## src/rtl/spi_pkg.sv

```systemverilog
// Shared constants and types for the SPI byte receiver and the logic around it.
package spi_pkg;

   // Clock polarity/phase: CPOL=0, CPHA=0 (sample on rise, shift on fall)
   localparam int SPI_MODE = 0;
   localparam int BYTE_W   = 8;

   // Levels the pins rest at between frames; the synchronisers reset to these
   localparam logic SCLK_IDLE = 1'b0;
   localparam logic CS_N_IDLE = 1'b1;
   localparam logic MOSI_IDLE = 1'b0;

   // Layout of the status byte returned to the host on MISO, MSB first
   typedef struct packed {
      logic       ready;
      logic       busy;
      logic       result_valid;
      logic       overflow;
      logic [3:0] reserved;
   } spi_status_t;

   // Builds a status byte with the reserved field held at zero
   function automatic spi_status_t make_status(input logic ready,
                                               input logic busy,
                                               input logic result_valid,
                                               input logic overflow);
      spi_status_t s;
      s.ready        = ready;
      s.busy         = busy;
      s.result_valid = result_valid;
      s.overflow     = overflow;
      s.reserved     = 4'h0;
      return s;
   endfunction

endpackage

```

## src/rtl/sync_edge_detect.sv

```systemverilog
// Multi-flop synchroniser for one asynchronous pin, followed by a history
// flop and registered single-cycle rise/fall pulses. A raw pin edge shows up
// as a pulse STAGES+1 clk cycles later; level is aligned with the pulses.
module sync_edge_detect #(
   parameter int   STAGES = 2,     // at least 2
   parameter logic IDLE   = 1'b0   // reset level of every flop in the chain
) (
   input  logic clk,
   input  logic rst_n,
   input  logic d,
   output logic level,
   output logic rise,
   output logic fall
);

   logic [STAGES-1:0] chain;
   logic              hist;

   // Shift the pin through the chain and compare the settled value with its history
   always_ff @(posedge clk or negedge rst_n) begin
      if (!rst_n) begin
         chain <= {STAGES{IDLE}};
         hist  <= IDLE;
         rise  <= 1'b0;
         fall  <= 1'b0;
      end else begin
         // NOTE: non-blocking assignments make every flop sample the previous
         // value of its neighbour; blocking here would collapse the chain.
         chain <= {chain[STAGES-2:0], d};
         hist  <= chain[STAGES-1];
         rise  <=  chain[STAGES-1] & ~hist;
         fall  <= ~chain[STAGES-1] &  hist;
      end
   end

   assign level = hist;

endmodule

```

## src/rtl/spi_byte_receiver.sv

```systemverilog
// SPI mode 0 peripheral: deserialises MSB-first bytes from the host and hands
// each one to the image buffer as a one-cycle strobe, while shifting a status
// byte back on MISO. All outputs are registered.
module spi_byte_receiver
   import spi_pkg::*;
#(
   parameter int SYNC_STAGES = 2,
   parameter int CNT_WIDTH   = 7
) (
   input  logic                 clk,
   input  logic                 rst_n,
   input  logic                 sclk,
   input  logic                 cs_n,
   input  logic                 mosi,
   output logic                 miso,
   input  logic [BYTE_W-1:0]    tx_status,
   output logic [BYTE_W-1:0]    byte_data,
   output logic                 byte_valid,
   input  logic                 byte_ready,
   output logic                 frame_active,
   output logic [CNT_WIDTH-1:0] frame_byte_count,
   output logic                 overflow,
   input  logic                 clear_overflow
);

   localparam int BIT_CNT_W = $clog2(BYTE_W);
   localparam logic [BIT_CNT_W-1:0] LAST_BIT = BIT_CNT_W'(BYTE_W - 1);
   localparam int SETTLE_W  = SYNC_STAGES + 2;

   logic sclk_level_unused;
   logic sclk_rise, sclk_fall;
   logic cs_level, cs_rise, cs_fall;
   logic mosi_level;
   logic mosi_rise_unused, mosi_fall_unused;

   logic [BIT_CNT_W-1:0] bit_cnt;
   logic [BYTE_W-1:0]    rx_shift;
   logic [BYTE_W-1:0]    rx_next;
   logic [BYTE_W-1:0]    tx_shift;
   logic [SETTLE_W-1:0]  settle;
   logic                 armed;
   logic                 frame_start;

   sync_edge_detect #(.STAGES(SYNC_STAGES), .IDLE(SCLK_IDLE)) u_sync_sclk (
      .clk   (clk),
      .rst_n (rst_n),
      .d     (sclk),
      .level (sclk_level_unused),
      .rise  (sclk_rise),
      .fall  (sclk_fall)
   );

   sync_edge_detect #(.STAGES(SYNC_STAGES), .IDLE(CS_N_IDLE)) u_sync_cs_n (
      .clk   (clk),
      .rst_n (rst_n),
      .d     (cs_n),
      .level (cs_level),
      .rise  (cs_rise),
      .fall  (cs_fall)
   );

   sync_edge_detect #(.STAGES(SYNC_STAGES), .IDLE(MOSI_IDLE)) u_sync_mosi (
      .clk   (clk),
      .rst_n (rst_n),
      .d     (mosi),
      .level (mosi_level),
      .rise  (mosi_rise_unused),
      .fall  (mosi_fall_unused)
   );

   // The synchronisers reset to idle, so a cs_n already low at reset release
   // looks like a fresh falling edge. Frames are only accepted once the chain
   // has flushed and cs_n has actually been seen high.
   always_ff @(posedge clk or negedge rst_n) begin
      if (!rst_n) begin
         settle <= '0;
         armed  <= 1'b0;
      end else begin
         settle <= {settle[SETTLE_W-2:0], 1'b1};
         if (settle[SETTLE_W-1] && cs_level)
            armed <= 1'b1;
      end
   end

   assign frame_start = cs_fall & armed;
   assign rx_next     = {rx_shift[BYTE_W-2:0], mosi_level};

   // Frame control, receive shifter, byte hand-off and MISO shifter
   always_ff @(posedge clk or negedge rst_n) begin
      if (!rst_n) begin
         frame_active     <= 1'b0;
         bit_cnt          <= '0;
         rx_shift         <= '0;
         tx_shift         <= '0;
         miso             <= 1'b0;
         byte_data        <= '0;
         byte_valid       <= 1'b0;
         frame_byte_count <= '0;
         overflow         <= 1'b0;
      end else begin
         byte_valid <= 1'b0;
         if (clear_overflow)
            overflow <= 1'b0;

         if (frame_start) begin
            frame_active     <= 1'b1;
            bit_cnt          <= '0;
            rx_shift         <= '0;
            frame_byte_count <= '0;
            tx_shift         <= tx_status;
            miso             <= tx_status[BYTE_W-1];
         end else if (cs_rise) begin
            // Any partial byte is simply abandoned in rx_shift
            frame_active <= 1'b0;
            bit_cnt      <= '0;
            miso         <= 1'b0;
         end else if (frame_active) begin
            if (sclk_rise) begin
               rx_shift <= rx_next;
               bit_cnt  <= bit_cnt + 1'b1;
               if (bit_cnt == LAST_BIT) begin
                  if (byte_ready) begin
                     byte_data  <= rx_next;
                     byte_valid <= 1'b1;
                     if (frame_byte_count != {CNT_WIDTH{1'b1}})
                        frame_byte_count <= frame_byte_count + 1'b1;
                  end else if (!clear_overflow) begin
                     overflow <= 1'b1;
                  end
               end
            end
            if (sclk_fall) begin
               // bit_cnt has wrapped to 0 after a full byte: restart with a
               // fresh copy of the status so every byte reports current state
               if (bit_cnt == '0) begin
                  tx_shift <= tx_status;
                  miso     <= tx_status[BYTE_W-1];
               end else begin
                  tx_shift <= {tx_shift[BYTE_W-2:0], 1'b0};
                  miso     <= tx_shift[BYTE_W-2];
               end
            end
         end
      end
   end

endmodule

```

## config.mk

```make
export PLATFORM = sky130hd
export DESIGN_NAME = spi_byte_receiver
export DESIGN_NICKNAME = d
export VERILOG_FILES = /design/src/rtl/spi_pkg.sv /design/src/rtl/sync_edge_detect.sv /design/src/rtl/spi_byte_receiver.sv
export SDC_FILE = /design/constraint.sdc
export NUM_CORES = 1
export LEC_CHECK = 0
export ABC_AREA = 1
export CAP_MARGIN = 20
export CORE_MARGIN = 5
export CORE_UTILIZATION = 53
export CTS_CLUSTER_DIAMETER = 100
export DETAILED_ROUTE_END_ITERATION = 12
export PLACE_DENSITY = 0.8
export SLEW_MARGIN = 20
export SYNTH_ARGS = -nofsm -noshare
export SYNTH_HDL_FRONTEND = slang
export SYNTH_SLANG_ARGS = --single-unit
```

## constraint.sdc

```tcl
create_clock -name clk -period 2 [get_ports clk]
set_input_delay 0.4 -clock clk [delete_from_list [all_inputs] [get_ports clk]]
set_output_delay 0.4 -clock clk [all_outputs]
set_load 0.05 [all_outputs]
```

==> out/metrics.cfg <==
[power_and_ir_drop]
p_leak_uw=0.001403
p_per_area_nw_per_um2=788.6
power_uw=2139
peakVddDrop_mv=0.6561

[clock_tree]
cts_sinks=54
clk_latency_ns=0.31
htreeDepth=2
cts_buffers=5
cts_root_buffer=clkbuf_8
clk_path_buf_depth=2
cts_tree=built
clkTransAtPathRegs_ns=0.10

[placement]
place_inst=325
routabilityCongestion=0.7715
portBuffers=33
dp_hpwl_um=2937

[flow_run]
max_cap_viol_count=0

[sta]
rsz0062_at_grt=false
final-setup-viol-count=0
period_share_pct=97.86
period_needed_ns=1.957
fin_setup_tns_ns=0
skew_ns=0.006112
slew_headroom_pct=58.20
hold_violations=0
fmaxAchievable_ghz=0.5109
worst-slew-pin-transition_ns=0.6269
slew_violations=0

[logic_synthesis]
synth-edff-count=0
synth-seq-area-share_pct=60.44
ys.flop_type=dfrtp_1
synth_area_um2=2242
syn_avg_cell_area_um2=9.227
ys_types=26
synth_top_area_cell=dfrtp_1
synth.most_common_cell=nand2_1
synth-seq-cells=54
ys_top_cells_by_count=nand2_1 (65), dfrtp_1 (51), inv_1 (30)
synth_top_area_share_pct=56.92
ys_async_sr_fraction_pct=100.0
netlist_instances=243
yosysWarningCount=0
synth_fp_nets=262
synth.area.top_cells=dfrtp_1 (57%), nand2_1 (11%), inv_1 (5.0%)

[floorplan]
io_pins=34
die-width_um=75.04
fp-row-count=23
core-area_um2=4058
die_height_um=75.04
dieArea_um2=5631
start_util_pct=55.26

[worst_setup_path]
critPathMaxFanout=5
critical_path.top_delay_family=buffers and inverters
setup.worst_path.end=frame_byte_count[0]
timing.rr.end=tx_shift[5]
r2r_start=bit_cnt[0]
slowest_delay_ns=0.83
crit_cells=1
cp.arrival_ns=1.56
cp.required_ns=1.60
path_buf_inv=1
cp-end-kind=primary output
cpMaxStageDelayCell=clkdlybuf4s50_1
crit_start=frame_byte_count[0]
reg2reg_slack_ns=0.47
crit_type=flip-flop to primary output
startpoint_type=flip-flop
rr_worst_depth=6
cp_cell_sequence=clkdlybuf4s50_1

[finish]
final_layout_size_suffix_gt1_share_pct=11.31
n_antenna_cell=0
final_nets=301
fillerInstances=332
area_growth_pct=20.98
layoutNonFillerInstCount=333

[routing]
drtIter0Drc=103
wl_per_cell_um=12.17
vias=1689
drc_errors=0
ant_nets=0
routed_wl_um=4051
dr.pass1.iters=5
vias_per_cell=5.072

[global_routing]
grt_pass1_wl_um=7051
grt_pass1_vias=1632
gr-total-overflow=0
grt_max_degree=31
antenna_found_initial=0
grt_usage_pct=16.33

[outcome]
status=finished clean

[hold_path]
hp-class=primary input to async pin

[per-stage QoR]
stage | cell area [um2] | hold slack [ns] | worst slack [ns] | utilization [%]
CTS | 2710 | 0.1130 | 0.02727 | 66.79
floorplan | 2242 | 0.1044 | 0.3361 | -
detailed placement | 2618 | 0.3355 | 0.3056 | 64.51
global placement | 2618 | 0.3317 | 0.3382 | 64.51
finish | 2713 | 0.09075 | 0.04279 | 66.85
global route | 2713 | 0.1498 | 0.001763 | 66.85
[worst min-delay path by stage]
stage	startpoint	slack, ns	end	cells past startpoint
4_1_cts	rst_n	0.11	frame_byte_count[5]	1
5_1_grt	rst_n	0.15	frame_byte_count[2]	1
2_1_floorplan	rst_n	0.10	armed	0
3_5_place_dp	settle[2]	0.34	settle[3]	0
6_report	rst_n	0.09	frame_byte_count[2]	1
3_3_place_gp	u_sync_mosi.chain[1]	0.33	u_sync_mosi.level	0
[state kept, by name, indices dropped and copies added (netlist names)]
name               cells
rx_shift               7
u_sync_cs_n.level      1
miso                   1
bit_cnt                3
settle                 4
frame_byte_count       7
u_sync_sclk.fall       1
u_sync_sclk.chain      2
u_sync_mosi.chain      2
tx_shift               7
byte_data              8
byte_valid             1
u_sync_cs_n.chain      2
u_sync_cs_n.fall       1
frame_active           1
overflow               1
u_sync_cs_n.rise       1
armed                  1
u_sync_sclk.rise       1
u_sync_sclk.level      1
u_sync_mosi.level      1
[final cells by class]
cell class                 instances  area (um2)  share of cell area, %
clock buffer                       5       68.82                  2.537
clock inverter                     3       25.02                 0.9225
inverter                          35       131.4                  4.843
multi-input combinational        150       730.7                  26.94
sequential                        54        1355                  49.95
tap                               50       62.56                  2.306
timing repair buffer              36       339.1                  12.50
[timing repair]
item,4_1_cts,5_1_grt
resized for setup,1,1
hold buffers,0,0
endpoints found under the setup margin,1,1
cloned,0,0
buffers inserted,0,0
[power breakdown]
| part | internal, uW | switching (uW) |
|---|---|---|
| Combinational | 103 | 179 |
| Sequential | 1180 | 49.7 |
| Clock | 253 | 372 |
| Total | 1540 | 600 |
[per-layer routing]
metal,share of wire [%],global-route usage (%),vias up
li1,-,-,841
met1,44,20.19,806
met2,50,27.76,36
met3,5.1,4.005,6
met4,1.3,5.929,0
met5,0,0,-
[layout by cell type (no fill, tap or decap), drive strengths merged, types with 3 or more instances in the layout]
cell,count
a21oi,7
a31oi,4
buf,8
clkbuf,5
clkdlybuf4s50,26
dfrtp,51
dfstp,3
ha,4
inv,36
nand2,68
nand3,14
nand4,4
nor2,23
o21ai,19
[kinds of logic after synthesis]
family,count (synthesis),synth area share (%)
AO/OA/AOI/OAI,35,8.649
XOR/XNOR,1,0.3907
adder cells (fa/ha/maj),4,2.232
buffers and inverters,39,6.975
flip-flops,54,60.44
other,1,0.1673
AND/OR/NAND/NOR,109,21.15
Note: power is estimated with default switching activity, not from simulation.
